`src/rtl/alu_result_stage.sv`:
```
// alu_result_stage: registered result FIFO behind the 64-bit ALU, with per-entry status flags,
// a sticky zero flag and a saturating pop counter. Define ALU_RES_PARITY_EN to add res_parity.
module alu_result_stage #(
  parameter int WIDTH = 64,
  parameter int DEPTH = 2,
  parameter int CNT_W = 16
) (
  input  logic             clk,
  input  logic             rst_n,
  input  logic             in_valid,
  output logic             in_ready,
  input  logic [3:0]       in_opcode,
  input  logic [WIDTH-1:0] in_result,
  output logic             res_valid,
  input  logic             res_ready,
  output logic [3:0]       res_opcode,
  output logic [WIDTH-1:0] res_data,
  output logic             res_zero,
  output logic             res_neg,
  output logic             res_cmp,
  input  logic             sticky_clr,
  output logic             sticky_zero,
`ifdef ALU_RES_PARITY_EN
  output logic             res_parity,
`endif
  output logic [CNT_W-1:0] op_count
);
  localparam int PW = (DEPTH > 1) ? $clog2(DEPTH) : 1;
  localparam logic [PW:0] FULL_CNT = (PW+1)'(DEPTH);

  typedef struct packed {
    logic [3:0]       opcode;
    logic [WIDTH-1:0] data;
    logic             zero;
    logic             neg;
    logic             cmp;
`ifdef ALU_RES_PARITY_EN
    logic             parity;
`endif
  } entry_t;

  entry_t            mem_q [DEPTH];
  entry_t            head_q, head_d, new_entry;
  logic [PW-1:0]     wr_ptr_q, wr_ptr_d, rd_ptr_q, rd_ptr_d;
  logic [PW:0]       count_q, count_d;
  logic              valid_q;
  logic              sticky_q, sticky_d;
  logic [CNT_W-1:0]  op_count_q, op_count_d;
  logic              push, pop;

  // Handshakes: a transfer happens on a rising edge where valid && ready. in_ready depends
  // only on the registered fill level; res_valid holds with stable head fields until popped.
  assign in_ready = (count_q != FULL_CNT);
  assign push     = in_valid && in_ready;
  assign pop      = valid_q && res_ready;

  always_comb begin
    new_entry        = '0;
    new_entry.opcode = in_opcode;
    new_entry.data   = in_result;
    new_entry.zero   = (in_result == '0);
    new_entry.neg    = in_result[WIDTH-1];
    new_entry.cmp    = ((in_opcode == 4'd6) || (in_opcode == 4'd9) || (in_opcode == 4'd11))
                       && in_result[0];
`ifdef ALU_RES_PARITY_EN
    new_entry.parity = ^in_result;
`endif
  end

  // Head register is reloaded whenever the entry at the read pointer changes; it holds when empty.
  always_comb begin
    wr_ptr_d = wr_ptr_q + PW'(push);
    rd_ptr_d = rd_ptr_q + PW'(pop);
    count_d  = count_q + (PW+1)'(push) - (PW+1)'(pop);
    head_d   = head_q;
    if (count_d != '0) begin
      if ((count_q == '0) || (pop && (count_q == (PW+1)'(1)))) head_d = new_entry;
      else                                                      head_d = mem_q[rd_ptr_d];
    end
  end

  always_comb begin
    sticky_d = sticky_q;
    if (pop && head_q.zero) sticky_d = 1'b1;
    else if (sticky_clr)    sticky_d = 1'b0;
    op_count_d = op_count_q;
    if (pop && (op_count_q != '1)) op_count_d = op_count_q + 1'b1;
  end

  always_ff @(posedge clk) begin
    if (push) mem_q[wr_ptr_q] <= new_entry;
  end

  always_ff @(posedge clk or negedge rst_n) begin
    if (!rst_n) begin
      wr_ptr_q   <= '0;
      rd_ptr_q   <= '0;
      count_q    <= '0;
      valid_q    <= 1'b0;
      head_q     <= '0;
      sticky_q   <= 1'b0;
      op_count_q <= '0;
    end else begin
      wr_ptr_q   <= wr_ptr_d;
      rd_ptr_q   <= rd_ptr_d;
      count_q    <= count_d;
      valid_q    <= (count_d != '0);
      head_q     <= head_d;
      sticky_q   <= sticky_d;
      op_count_q <= op_count_d;
    end
  end

  assign res_valid   = valid_q;
  assign res_opcode  = head_q.opcode;
  assign res_data    = head_q.data;
  assign res_zero    = head_q.zero;
  assign res_neg     = head_q.neg;
  assign res_cmp     = head_q.cmp;
  assign sticky_zero = sticky_q;
  assign op_count    = op_count_q;
`ifdef ALU_RES_PARITY_EN
  assign res_parity  = head_q.parity;
`endif

endmodule

```
`config.mk`:
```
export PLATFORM = sky130hd
export DESIGN_NAME = alu_result_stage
export DESIGN_NICKNAME = d
export VERILOG_FILES = /design/src/rtl/alu_result_stage.sv
export SDC_FILE = /design/constraint.sdc
export NUM_CORES = 1
export LEC_CHECK = 0
export CORE_MARGIN = 4
export CORE_UTILIZATION = 55
export CTS_CLUSTER_DIAMETER = 80
export CTS_CLUSTER_SIZE = 25
export DETAILED_ROUTE_END_ITERATION = 7
export DONT_BUFFER_PORTS = 1
export PLACE_DENSITY = 0.7
export SLEW_MARGIN = 20
export SYNTH_ARGS = -nofsm -noshare
export SYNTH_HDL_FRONTEND = slang
export SYNTH_SLANG_ARGS = --single-unit
```
`constraint.sdc`:
```
create_clock -name clk -period 3.25 [get_ports clk]
set_clock_uncertainty 0.15 [all_clocks]
set_input_delay 0.325 -clock clk [delete_from_list [all_inputs] [get_ports clk]]
set_output_delay 0.325 -clock clk [all_outputs]
set_load 0.01 [all_outputs]
```
* Word level (Yosys, flattened, before mapping)
Memory sizes are Yosys's and may differ from the RTL's.
Index checks and enable logic that the tools add are counted.
** Operators by class
- Shifts and indexed selects :: 0
- $lt $le $gt $ge :: 0
- Multiply operators :: 0
- $add $sub $neg :: 5
- Bitwise logic cells :: 0
- Multiplexer cells :: 5
- Div/mod/pow operators :: 0
- Reductions and logical operators :: 13
- Equal/unequal tests :: 6
** Operator list (count)
- $mux 71 :: 1
- $logic_not 64->1 :: 1
- $add 16x1->16 const B :: 1
- $ne 16x16->1 const B :: 1
- $eq 4x4->1 const B :: 2
- $logic_and 1x1->1 :: 6
- $eq 4x3->1 const B :: 1
- $mux 1 :: 4
- $reduce_bool 2->1 :: 2
- $logic_or 1x1->1 :: 3
- $add 1x1->1 :: 2
- $add 2x1->2 :: 1
- $eq 2x1->1 const B :: 1
- $logic_not 2->1 :: 1
- $ne 2x2->1 const B :: 1
- $sub 2x1->2 :: 1
** Word-level totals
- Memory bits (writable) :: 142
- Flip-flop bits (word level) :: 93
- Memory bits (read-only) :: 0
- Latch bits :: 0
- Word-level logic and storage cells :: 41
- Bits of input ports :: 73
- Output and inout bits :: 90
- Memories :: 1
** Memories
- mem_q :: depth 2, width 71, rd ports 1, clocked after memory_dff 0, wr ports 1, line 42 : entry_t mem_q [DEPTH];

* Logic depth before layout (Yosys ltp)
- Word-level depth :: 5
- Gate-level depth with buffers :: 11
- Depth with buffers taken out :: 9

* Worst setup path before layout
No wires, ideal clock.
- Path type :: flip-flop to flip-flop
- Start :: register count_q[0]
- End :: memory mem_q[1][0] in the netlist's numbering, enable pin
- Cell stages (with the launch flop) :: 5
- Setup time :: 0.436 ns
- Slack :: 0.285 ns
- Period minus slack after synthesis :: 2.965 ns
- Data required time :: 2.664 ns
- Arrival :: 2.379 ns
- Cells stage by stage :: dfrtp_1 nand2b_1 nand2_1 inv_1 ha_1
** On the way
- Word-level cells in the longest chain between the ends :: 4
** RTL lines
- from (decl) :: line 45 : logic [PW:0] count_q, count_d;
- from (signal assigned) :: line 106 : count_q <= count_d;
- $ne 2x2->1 :: line 53 : assign in_ready = (count_q != FULL_CNT);
- via in_ready :: line 11 : output logic in_ready,
- $logic_and 1x1->1 :: line 54 : assign push = in_valid && in_ready;
- $mux 1 :: line 91 : if (push) mem_q[wr_ptr_q] <= new_entry;
- $mux 1 (not written as such) :: line 91
- to (decl) :: line 42
The timed path passes the listed nets, and every way through them passes these cells.

* Worst setup path in the final report
- Start :: register valid_q, in the netlist res_valid
- End :: register head_q (netlist bit res_data[11])
** On the way
- Elaborated cells on any way between the ends :: 8
- Classes of those cells :: add/sub (2); mux (1); reduce/logical (4); memory (1)
** RTL lines
- from (decl) :: line 46 : logic valid_q;
- from (signal assigned) :: line 107 : valid_q <= (count_d != '0);
- $logic_and 1x1->1 :: line 55 : assign pop = valid_q && res_ready;
- $sub 2x1->2 :: line 74 : count_d = count_q + (PW+1)'(push) - (PW+1)'(pop);
- via count_d[1] :: line 45
- $reduce_bool 2->1 :: line 76 : if (count_d != '0) begin
- to (signal assigned) :: line 100 : head_q <= '0;
- to (signal assigned) :: line 108 : head_q <= head_d;
- to (decl) :: line 43 : entry_t head_q, head_d, new_entry;
The timed path passes the listed nets, and every way through them passes these cells.
A chain may end at the register's enable or synchronous reset.

==> results.toml <==
[status]
status = "finished clean"

[min_path]
min_path_type = "in -> reg"
hp-start = "in_result[0]"

[worst_setup_path]
crit_buf_inv = 3
crit_path_start = "res_valid$_DFF_PN0_"
critPathSlowestCell = "dfrtp_1"
criticalPathCategory = "reg -> reg"
critical_path.top_delay_family = "buffers and inverters"
cp-end-kind = "register"
critPathMaxFanout = 37
critical-path-max-stage-delay_ns = 0.46
crit_chain = "nand2_2, inv_1, ha_1, inv_1, ha_1, xor3_2, nor2_4, buf_4, nand2_1, o31ai_1"
cp_data_arrival_time_ns = 2.95
start_kind = "register"
r2r_start = "res_valid$_DFF_PN0_"
required_ns = 3.47

[global_route]
overflow = 0
grt_pass1_vias = 6555
track_usage_pct = 23.2
antenna_found_initial = 0
grt_pass1_wl_mm = 36.4
grt_max_degree = 93

[floorplan]
core_area_sq_um = 16800
dieHeight_microns = 139
die-area_sq_um = 19400
initial_core_util_pct = 56.7
die_x_microns = 139
num_rows = 47
io_pins = 163

[power]
p_leak_nw = 4.03
pwr_density_cell_nw_per_um2 = 1020
vdd_ir_drop_max_uv = 727

[timing]
rsz0062_at_grt = "no"
report.final.hold_viol_count = 0
drv_slew = 0
setup_violations = 0
period_share_pct = 84.2
relSlewSlack_pct = 51.8
period_needed_ns = 2.74
tightest_slew_ns = 0.724
fin_setup_tns_ns = 0
hold_slack_ns = 0.0517
fmax_mhz = 365

[synthesis]
avgSynthCellArea_sq_um = 12.9
synth-adder-area-share_pct = 0.658
synth_xor_area_share_pct = 1.37
synth-simple-area-share_pct = 13.6
yosysTopAreaCell = "edfxtp_1"
synth_seq_cells = 232
synth_seq_area_share_pct = 68.4
syn_inst = 735
synth_compound_area_share_pct = 12.9
yosysWarnings = 0
synth-async-reset-ratio_pct = 39.7
synth_nets = 813
synth.distinct_cells = 44
synth_area_leaders = "edfxtp_1, dfrtp_1, a211oi_1"
synth_ff_type = "edfxtp_1"
synth_edf_count = 140
netlist.area_leader.share_pct = 44.2
synth_top_family_by_area = "simple AND/OR/NAND/NOR gates"
muxShareOfSynthArea_pct = 0.118
synthesis.area_sq_um = 9510

[final_layout]
final_core_util_pct = 64.8
drive_gt1_share_pct = 6.48
antenna_cells = 0
finalNetCount = 859
syn2layout_area_growth_pct = 14.3
finalNonFillerCells = 1007

[drt]
postRouteAntennaNets = 0
drt_iter0_drc = 470
num_vias = 6359
wirelength_mm = 23.1
drt_first_pass_iters = 6
drc = 0
vias_per_cell = 6.31
wl_per_cell_microns = 22.9

[flow_run]
drv_cap = 0

[clock_tree]
clockRootBuffer = "clkbuf_16"
cts_tree = "yes"
cts_max_path_buffers = 3
cts_sinks = 232
clock_latency_ns = 0.47
cts_htree_levels = 1
cts_setup_buffers = 0
path_clk_slew_ns = 0.10
cts_made_buffers = 13

[place]
place.gp.congestion = 0.788
place_inst = 915
io_buffers = 0
hpwl_mm = 13.7
-- kinds of logic (layout without fill, tap and decap cells) --
group	count (synthesis)	count (layout)
buffers and inverters	63	115
adders and majority gates	5	5
AOI/OAI and AO/OA	158	158
and+or+nand+nor	263	263
muxes	1	1
DFF	232	232
xor gates and xnor gates	13	13
-- power breakdown --
group	internal (mW)	switching, mW
sequential	4.21	0.807
clock	0.882	0.924
combinational	1.63	2.66
total	6.72	4.40
-- path summary, 6_finish.rpt --
| path | to | slack [ns] | cells past startpoint |
|---|---|---|---|
| worst max-delay path | res_data[11]$_DFFE_PN0P_ | 0.51 | 10 |
| worst min-delay path | mem_q[1][0]$_DFFE_PP_ | 0.05 | 1 |
| worst max register to register | res_data[11]$_DFFE_PN0P_ | 0.51 | 10 |
| worst min register to register | res_data[48]$_DFFE_PN0P_ | 0.41 | 2 |
| max in group asynchronous | res_data[58]$_DFFE_PN0P_ | 2.30 | 2 |
| min in group asynchronous | op_count[9]$_DFFE_PN0P_ | 0.29 | 2 |
-- routing by layer --
metal | global-route usage, % | vias to the layer above | share of wire [%]
met2 | 39.6 | 254 | 50
met5 | 0 | - | 0
met3 | 6.38 | 37 | 9.0
met4 | 5.72 | 0 | 2.1
li1 | - | 2868 | -
met1 | 29.8 | 3200 | 39
-- timing repair --
action,CTS,global route
hold endpoints to repair,297,0
gates resized for setup,0,0
hold buffers,71,0
-- registers in the layout, summed over array words and instances (netlist names), 2 cells and up --
register    cells
mem_q         140
res_data       64
op_count       16
res_opcode      4
count_q         2
-- cell usage after synthesis, types with 4 or more instances --
master,instances
nand3_1,4
o31ai_1,60
clkbuf_1,26
inv_1,8
buf_2,15
nor2_1,72
nor4_1,18
and3_1,75
a211oi_1,69
xnor2_1,12
dfrtp_1,92
edfxtp_1,140
o211ai_1,6
nand4_1,9
nand2_1,74
buf_1,9
ha_1,5
o31ai_2,9
-- worst register-to-register path, stage by stage, from the launching register on --
cell	delay, ns
dfrtp_1	0.46
nand2_2	0.24
inv_1	0.14
ha_1	0.31
inv_1	0.07
ha_1	0.15
xor3_2	0.28
nor2_4	0.17
buf_4	0.41
nand2_1	0.16
o31ai_1	0.11
-- metrics by stage --
step	setup slack, ns	instance area (sq um)	power (mW)
6_report	0.512	10900	11.1
5_1_grt	0.344	10900	11.9
4_1_cts	0.518	10900	11.2
3_5_place_dp	0.522	9730	9.27
3_3_place_gp	0.661	9730	9.03
2_1_floorplan	0.285	9510	8.16
-- area by class of cell --
| type | instances | area, sq um |
|---|---|---|
| Clock buffer | 19 | 368 |
| Tap cell | 220 | 275 |
| Inverter | 9 | 33.8 |
| Clock inverter | 2 | 41.3 |
| Sequential cell | 232 | 6510 |
| Fill cell | 1222 | 5890 |
| Multi-Input combinational cell | 440 | 2760 |
| Timing Repair Buffer | 85 | 883 |
-- placed cells by master, fill, tap and decap left out, types with 3 or more instances in the layout --
master	synthesis	final
edfxtp_1	140	140
dfrtp_1	92	92
and3_1	75	75
nand2_1	74	74
nor2_1	72	72
dlygate4sd3_1	0	70
a211oi_1	69	69
o31ai_1	60	60
nor4_1	18	18
clkbuf_16	0	13
xnor2_1	12	12
buf_4	2	10
nand4_1	9	9
o31ai_2	9	9
inv_1	8	8
o211ai_1	6	6
nand3_1	4	4
clkbuf_1	26	4
buf_12	0	4
ha_1	5	3
Power figures use the tool's default switching activity.
